<file path="src/rtl/fpu_arbiter.sv">
// fpu_arbiter: round-robin front end that shares one FPU between two requesters.
// Loads are sequenced as enable then enable+ld. Computes hold enable until the FPU
// reports done. Illegal opcodes are answered immediately with the invalid flag.
// Optional EXEC watchdog: define FPU_ARB_TIMEOUT_EN (limit = TIMEOUT_CYCLES).
module fpu_arbiter #(
    parameter int WIDTH          = 32,
    parameter int TIMEOUT_CYCLES = 64
) (
    input  logic             clk,
    input  logic             rstp,
    input  logic             req0_valid,
    output logic             req0_ready,
    input  logic [2:0]       req0_op,
    input  logic [4:0]       req0_a1,
    input  logic [4:0]       req0_a2,
    input  logic [4:0]       req0_a3,
    input  logic [WIDTH-1:0] req0_data,
    input  logic             req1_valid,
    output logic             req1_ready,
    input  logic [2:0]       req1_op,
    input  logic [4:0]       req1_a1,
    input  logic [4:0]       req1_a2,
    input  logic [4:0]       req1_a3,
    input  logic [WIDTH-1:0] req1_data,
    output logic             fpu_enable,
    output logic             fpu_ld,
    output logic [2:0]       fpu_opcode,
    output logic [4:0]       fpu_addr1,
    output logic [4:0]       fpu_addr2,
    output logic [4:0]       fpu_addr3,
    output logic [WIDTH-1:0] fpu_inp,
    input  logic             fpu_done,
    input  logic [WIDTH-1:0] fpu_out,
    input  logic [4:0]       fpu_flags,
    output logic             rsp_valid,
    output logic             rsp_id,
    output logic [WIDTH-1:0] rsp_data,
    output logic [4:0]       rsp_flags,
    output logic             rsp_timeout,
    output logic             busy
);
    typedef enum logic [2:0] {IDLE, LD_EN, LD_PULSE, EXEC, RESP} state_e;
    localparam logic [2:0] OP_LOAD = 3'b100;

    state_e           state_q, state_d;
    logic             last_q, last_d;     // index granted most recently
    logic             gnt_q, gnt_d;       // index of the in-flight request
    logic [2:0]       op_q, op_d;
    logic [4:0]       a1_q, a1_d, a2_q, a2_d, a3_q, a3_d;
    logic [WIDTH-1:0] inp_q, inp_d;
    logic             rid_q, rid_d;
    logic [WIDTH-1:0] rdata_q, rdata_d;
    logic [4:0]       rflags_q, rflags_d;
    logic             take, pick1, enter_resp, tmo_hit;
    logic [2:0]       sel_op;

    // Grant selection: req1 wins when alone, or on a tie when req0 was served last
    always_comb begin
        pick1      = req1_valid & (~req0_valid | ~last_q);
        take       = (state_q == IDLE) & ~rstp & (req0_valid | req1_valid);
        req0_ready = take & ~pick1;
        req1_ready = take & pick1;
        sel_op     = pick1 ? req1_op : req0_op;
    end

`ifdef FPU_ARB_TIMEOUT_EN
    localparam int CW = $clog2(TIMEOUT_CYCLES + 1);
    logic [CW-1:0] tmo_cnt_q, tmo_cnt_d;
    logic          rto_q, rto_d;

    // Watchdog: counts EXEC cycles; done on the terminal cycle takes priority
    always_comb begin
        tmo_hit   = (state_q == EXEC) & ~fpu_done & (tmo_cnt_q == CW'(TIMEOUT_CYCLES - 1));
        tmo_cnt_d = (state_q == EXEC) ? tmo_cnt_q + CW'(1) : '0;
        rto_d     = enter_resp ? tmo_hit : rto_q;
    end

    // Watchdog registers
    always_ff @(posedge clk or posedge rstp) begin
        if (rstp) begin
            tmo_cnt_q <= '0;
            rto_q     <= 1'b0;
        end else begin
            tmo_cnt_q <= tmo_cnt_d;
            rto_q     <= rto_d;
        end
    end
    assign rsp_timeout = rto_q;
`else
    assign tmo_hit     = 1'b0;
    assign rsp_timeout = 1'b0;
`endif

    // State register
    always_ff @(posedge clk or posedge rstp) begin
        if (rstp) state_q <= IDLE;
        else      state_q <= state_d;
    end

    // Next-state logic
    always_comb begin
        state_d = state_q;
        case (state_q)
            IDLE: begin
                if (take) begin
                    if (sel_op == OP_LOAD)  state_d = LD_EN;
                    else if (!sel_op[2])    state_d = EXEC;
                    else                    state_d = RESP;
                end
            end
            LD_EN:    state_d = LD_PULSE;
            LD_PULSE: state_d = RESP;
            EXEC:     if (fpu_done || tmo_hit) state_d = RESP;
            RESP:     state_d = IDLE;
            default:  state_d = IDLE;
        endcase
    end

    // Output decode from state
    always_comb begin
        fpu_enable = (state_q == LD_EN) | (state_q == LD_PULSE) | (state_q == EXEC);
        fpu_ld     = (state_q == LD_PULSE);
        rsp_valid  = (state_q == RESP);
        busy       = (state_q != IDLE);
    end

    // Datapath next values: request latch on accept, response capture on entry to RESP
    always_comb begin
        last_d     = last_q;
        gnt_d      = gnt_q;
        op_d       = op_q;
        a1_d       = a1_q;
        a2_d       = a2_q;
        a3_d       = a3_q;
        inp_d      = inp_q;
        enter_resp = (state_d == RESP) & (state_q != RESP);
        if (take) begin
            last_d = pick1;
            gnt_d  = pick1;
            // illegal ops never touch the FPU drive lines
            if (sel_op <= OP_LOAD) begin
                op_d  = sel_op;
                a1_d  = pick1 ? req1_a1   : req0_a1;
                a2_d  = pick1 ? req1_a2   : req0_a2;
                a3_d  = pick1 ? req1_a3   : req0_a3;
                inp_d = pick1 ? req1_data : req0_data;
            end
        end
        rid_d    = enter_resp ? gnt_d : rid_q;
        rdata_d  = rdata_q;
        rflags_d = rflags_q;
        if (enter_resp) begin
            rdata_d  = '0;
            rflags_d = '0;
            if (state_q == EXEC && fpu_done) begin
                rdata_d  = fpu_out;
                rflags_d = fpu_flags;
            end else if (state_q == IDLE) begin
                rflags_d = 5'b00100;  // only illegal ops go IDLE->RESP
            end
        end
    end

    // Datapath registers; last_q resets to 1 so req0 wins the first tie
    always_ff @(posedge clk or posedge rstp) begin
        if (rstp) begin
            last_q   <= 1'b1;
            gnt_q    <= 1'b0;
            op_q     <= '0;
            a1_q     <= '0;
            a2_q     <= '0;
            a3_q     <= '0;
            inp_q    <= '0;
            rid_q    <= 1'b0;
            rdata_q  <= '0;
            rflags_q <= '0;
        end else begin
            last_q   <= last_d;
            gnt_q    <= gnt_d;
            op_q     <= op_d;
            a1_q     <= a1_d;
            a2_q     <= a2_d;
            a3_q     <= a3_d;
            inp_q    <= inp_d;
            rid_q    <= rid_d;
            rdata_q  <= rdata_d;
            rflags_q <= rflags_d;
        end
    end

    assign fpu_opcode = op_q;
    assign fpu_addr1  = a1_q;
    assign fpu_addr2  = a2_q;
    assign fpu_addr3  = a3_q;
    assign fpu_inp    = inp_q;
    assign rsp_id     = rid_q;
    assign rsp_data   = rdata_q;
    assign rsp_flags  = rflags_q;

endmodule

</file>
<file path="config.mk">
export PLATFORM = sky130hd
export DESIGN_NAME = fpu_arbiter
export DESIGN_NICKNAME = d
export VERILOG_FILES = /design/src/rtl/fpu_arbiter.sv
export SDC_FILE = /design/constraint.sdc
export NUM_CORES = 1
export LEC_CHECK = 0
export CAP_MARGIN = 5
export CORE_ASPECT_RATIO = 2
export CORE_MARGIN = 1
export CORE_UTILIZATION = 30
export CTS_CLUSTER_DIAMETER = 80
export DETAILED_ROUTE_END_ITERATION = 16
export HOLD_SLACK_MARGIN = 0.1
export PLACE_DENSITY = 0.65
export SLEW_MARGIN = 10
export SYNTH_ARGS = -nofsm -noshare
export SYNTH_HDL_FRONTEND = slang
export SYNTH_SLANG_ARGS = --single-unit
</file>
<file path="constraint.sdc">
create_clock -name clk -period 3.2 [get_ports clk]
set_input_delay 0.48 -clock clk [delete_from_list [all_inputs] [get_ports clk]]
set_output_delay 0.48 -clock clk [all_outputs]
set_load 0.05 [all_outputs]
</file>
==> results of run 1 <==
-- worst paths after layout --
kind | start | endpoint | slack (ns)
min in group asynchronous | rstp | fpu_opcode[1] | 0.61
max in group asynchronous | rstp | fpu_inp[2] | 1.91
max reg2reg | state_q[0] | fpu_inp[25] | 0.83
min | fpu_opcode[2] | fpu_opcode[2] | 0.49
min reg2reg | fpu_opcode[2] | fpu_opcode[2] | 0.49
max | state_q[0] | req1_ready | 0.52
-- power by group --
group / switching [mW] / total [mW] / leakage, nW / internal [mW]
registers: 0.249 / 1.86 / 1.19 / 1.62
clock network: 0.440 / 1.01 / 0.135 / 0.572
logic: 2.32 / 3.70 / 1.86 / 1.39
-- cell type report --
| type | instances | area (um2) | share of cell area (%) |
|---|---|---|---|
| clock buffers | 12 | 256 | 3.68 |
| flip-flops and latches | 93 | 2330 | 33.4 |
| well taps | 155 | 194 | 2.78 |
| repair buffers | 243 | 2430 | 34.9 |
| multi-input cells | 271 | 1700 | 24.4 |
| inverters | 6 | 25.0 | 0.359 |
| clock inverters | 4 | 32.5 | 0.467 |
-- flip-flops by register name, indices dropped and copies added, names as in the netlist --
name and flops:
fpu_addr3 5, rsp_flags 5, fpu_addr1 5, last_q 1, rsp_id 1, gnt_q 1, fpu_opcode 3, fpu_addr2 5
fpu_inp 32, rsp_data 32, state_q 3
-- logic make-up after synthesis --
logic type      count (synthesis)
buf+inv                        32
simple gates                  170
compound gates                 50
other cells                     1
flops                          93
mux                            50
-- metrics by stage --
| step | util [%] | std cells | hold WS, ns | instance area [um2] |
|---|---|---|---|---|
| floorplan | - | 396 | 0.447 | 4170 |
| global placement | 49.5 | 768 | 0.476 | 6680 |
| detailed placement | 49.5 | 768 | 0.482 | 6680 |
| CTS | 51.6 | 784 | 0.497 | 6970 |
| global route | 51.6 | 784 | 0.516 | 6970 |
| finish | 51.6 | 784 | 0.494 | 6970 |
-- synth_stat cells --
cell type    n
a21oi_1      4
buf_6        1
a21boi_1     1
nor2b_1      1
buf_1        4
nor3_1       2
a22o_1      36
and2_1       1
buf_12       1
mux2_2      39
dfrtp_1     92
inv_1        6
a21bo_2      1
and3_1       1
mux2_4       9
clkbuf_1    13
nor2_4       1
a221oi_1     1
buf_4        4
nand2b_1     1
nand3_1      1
buf_2        3
or3_1        3
a31o_2       1
dfstp_2      1
o21a_1       1
nand2_1    153
or3_4        1
conb_1       1
o21ai_0      4
mux2i_1      2
a221o_1      1
nor2_1       5
-- layer usage --
metal | routed length [um] | share of wire (%) | global-route usage (%) | vias up
li1 | - | - | - | 1773
met1 | 4440 | 35 | 18.5 | 1808
met2 | 7070 | 56 | 33.7 | 144
met3 | 792 | 6.3 | 4.53 | 17
met4 | 257 | 2.0 | 6.23 | 0
met5 | 0 | 0 | 0 | -
==> out/metrics.cfg, run 1 <==
[cells_and_area]
area_growth_pct=67.1
layout.nets=766
num_antenna_cells=0
drive_above_1_share_pct=12.9
n_fill_cell=1235
most-common-layout-cells=clkdlybuf4s50_1, nand2_1, dfrtp_1
final_common_cell=clkdlybuf4s50_1

[yosys]
synthAdderAreaFrac_pct=0
ys_seq_area_share_pct=55.8
synth.area.top_cells=dfrtp_1, nand2_1, mux2_2
synth_top_area_share_pct=55.2
syn_nets=538
synthDistinctLibCells=33
synth_compound_area_share_pct=9.78
muxShareOfSynthArea_pct=14.2
synth_warnings=0
ys_ff_latch=93
syn_area_per_cell_um2=10.5
syn_area_mm2=0.00417
synth_xor_area_share_pct=0
synth-simple-area-share_pct=16.2
netlist_instances=396
synth_top_family_by_area=simple AND/OR/NAND/NOR gates
synth_area_leader_cell=dfrtp_1

[clocking]
cts_setup_buffers=0
clkLatencyLatePin_ns=0.34
numClockSinks=93
cts_inserted_buffers=9
ctsLongestPathBuffers=2
path_clk_slew_ns=0.06
clock-root-buffer=clkbuf_16
htree_levels=3
cts_resized=0
hold_buffers=0
tritoncts=built

[die]
start_util_pct=30.9
die_h_um=169
core_area_mm2=0.0135
row_count=60
ios=237
chipWidth_um=85.4
die_area_mm2=0.0144

[global_route]
antenna_found_initial=0
overflow=0
grt_max_degree=56
grt_pass1_vias=3889
grt_pass1_wl_mm=19.6
grt.total_usage_pct=17.7

[routing]
drtIter0Drc=85
vias=3742
first_pass_iters=4
finalWirelength_mm=12.6
drc=0
via_per_inst=4.77
ant_nets=0
wl_per_cell_um=16.0

[pwr]
total_leakage_power_nw=3.18
p_total_mw=6.58
p_per_area_mw_per_mm2=944
vdd_drop_max_mv=0.364

[sta]
period_minus_slack_ns=2.68
finClkSkew_ns=0.00708
finalSetupViolations=0
post-route-period-util_pct=83.6
max-slew-margin-rel_pct=59.7
hold_viol=0
rsz0062_at_grt=no
fin_ws_ns=0.524
tns_ns=0
drv_slew=0
tightest_slew_ns=0.600
max_freq_ghz=0.374

[critical_path]
crit_required_ns=2.72
path_delay_family=simple AND/OR/NAND/NOR gates
worstSetupStartpointType=flop
crit_arrival_ns=2.20
cp-end-kind=primary output
critPathKind=reg -> out
reg2regPathDepth=5
slowest_stage=nor3_1
critPathMaxStageDelay_ns=0.52
crit_chain=or3_4 > nor3_1 > nand2_1 > inv_1 > buf_12
path_max_fanout=7
crit_buf_inv=2
worst-path-stages=5

[placed_design]
gp_congestion=0.762
hpwl_mm=9.52
io_buffer_count=235
pre_cts_slack_ns=0.589

[min_path]
worstHoldPathType=reg -> reg
hold_path_depth=1

[run]
maxCapViolCount=0

[outcome]
status=finished clean

(Power assumes the default switching activity.)
==> run 2, diff against run 1 <==
==> constraint.sdc (replaced) <==
create_clock -name clk -period 2.75 [get_ports clk]
set_input_delay 0.4125 -clock clk [delete_from_list [all_inputs] [get_ports clk]]
set_output_delay 0.4125 -clock clk [all_outputs]
set_load 0.05 [all_outputs]
==> run 2 against run 1 <==
Die area did not move. Combinational power rose by 18%. Global-route usage fell by 0.071 points. First-iteration DRC count is 36% higher. Clock-buffer cell count stayed put. Clock skew up 0.00089 ns. Hold slack lost 0.0081 ns. Largest power group unchanged. Cell count grew 0.13%. Utilization up 0.25 points.
==> out/metrics.cfg, run 2 (synthesized netlist as in run 1, its figures left out) <==
[clocking]
ctsLongestPathBuffers=2  ; unchanged
clock-root-buffer=clkbuf_16
clkLatencyLatePin_ns=0.34  ; about the same
cts_resized=0  ; unchanged
path_clk_slew_ns=0.06  ; about the same
cts_inserted_buffers=9  ; unchanged
hold_buffers=0  ; unchanged
htree_levels=3  ; unchanged
cts_setup_buffers=0  ; unchanged
tritoncts=built
numClockSinks=93  ; unchanged

[global_route]
grt_max_degree=94  ; +68%
antenna_found_initial=0  ; unchanged
grt_pass1_wl_mm=19.7  ; +0.56%
overflow=0  ; unchanged
grt.total_usage_pct=17.7  ; -0.071 points
grt_pass1_vias=3930  ; +1.1%

[outcome]
status=finished clean

[cells_and_area]
final_common_cell=clkdlybuf4s50_1
regArea_mm2=0.00233  ; unchanged
num_antenna_cells=0  ; unchanged
most-common-layout-cells=clkdlybuf4s50_1, nand2_1, dfrtp_1
n_fill_cell=1259  ; +1.9%
area_growth_pct=67.9
multi_input_area_mm2=0.00170  ; unchanged
layout.nets=767  ; +0.13%
post-route-util_pct=51.8  ; +0.25 points
drive_above_1_share_pct=13.0  ; +0.14 points

[die]
core_area_mm2=0.0135  ; unchanged
die_area_mm2=0.0144  ; unchanged
start_util_pct=30.9  ; unchanged
ios=237  ; unchanged
row_count=60  ; unchanged
chipWidth_um=85.4  ; unchanged
die_h_um=169  ; unchanged

[sta]
tightest_slew_ns=0.566  ; -0.0347 ns
max-slew-margin-rel_pct=62.2  ; +2.5 points
whs_ns=0.486  ; -0.00814 ns
drv_slew=0  ; unchanged
finClkSkew_ns=0.00798  ; +0.000895 ns
post-route-period-util_pct=90.1
max_freq_ghz=0.403
rsz0062_at_grt=no
period_minus_slack_ns=2.48
finalSetupViolations=0  ; unchanged
tns_ns=0  ; unchanged
hold_viol=0  ; unchanged

[placed_design]
gp_congestion=0.788  ; +3.4%
hpwl_mm=9.35  ; -1.8%
io_buffer_count=235  ; unchanged

[critical_path]
worstSetupStartpointType=flop
path_max_fanout=7  ; unchanged
cp-end-kind=primary output
critPathKind=reg -> out
crit_required_ns=2.34  ; -0.38 ns
crit_arrival_ns=2.07  ; -0.13 ns

[pwr]
p_per_area_mw_per_mm2=1100  ; +17%
total_leakage_power_nw=3.19  ; +0.31%
vdd_drop_max_mv=0.445  ; +22%

[routing]
finalWirelength_mm=12.4  ; -0.94%
vias=3759  ; +0.45%
ant_nets=0  ; unchanged
drtIter0Drc=116  ; +36%
first_pass_iters=4  ; unchanged
via_per_inst=4.79  ; +0.33%
wl_per_cell_um=15.8  ; -1.1%
drc=0  ; unchanged

[min_path]
worstHoldPathType=reg -> reg

[run]
maxCapViolCount=0  ; unchanged

run 2: cell types whose count changed in the layout (fill, tap and decap cells not counted), sizes merged:
cell	delta
buf	+1
clkinvlp	+1
inv	-1
run 2: final timing paths:
check                           cells after the start  slack [ns]           to        from
worst max-delay path                                4        0.27   req0_ready  state_q[0]
worst min-delay path                                2        0.49       last_q      last_q
worst max register to register                      5        0.41  fpu_inp[12]  state_q[0]
worst min register to register                      2        0.49       last_q      last_q
max in group asynchronous                           3        1.74  rsp_data[4]        rstp
min in group asynchronous                           3        0.65        gnt_q        rstp
run 2: layout make-up:
cell class,count,share of cell area (%)
Timing Repair Buffer,244,35.2
Sequential cell,93,33.2
Multi-Input combinational cell,271,24.3
Clock buffer,12,3.66
Tap cell,155,2.77
Clock inverter,4,0.464
Inverter,6,0.375
run 2: where the power goes:
group	total (mW)	switching, mW	internal (mW)
Clock	1.18	0.518	0.666
Sequential	2.17	0.287	1.88
Combinational	4.36	2.71	1.65
Total	7.71	3.51	4.19
run 2: critical path, cell delays in order, from the launching register on:
cell and delay [ns]:
dfrtp_1 0.44, or3_4 0.42, or3_1 0.51, nor2_1 0.15
buf_4 0.21
run 2: per-stage QoR:
step	instances	setup slack [ns]	instance area, um2	total power, mW
after global placement	769	0.303	6720	6.51
after floorplan	396	0.263	4180	4.97
final	785	0.271	7010	7.71
after global routing	785	0.192	7010	8.08
after CTS	785	0.251	7010	7.81
after detailed placement	769	0.260	6720	6.57
run 2: layer usage:
layer,part of all wire (%),routed length (um),vias to the layer above,GRT usage (%)
li1,-,-,1769,-
met1,37,4630,1794,19.6
met2,53,6640,167,32.0
met3,6.0,746,29,3.90
met4,3.4,417,0,7.54
met5,0,0,-,0
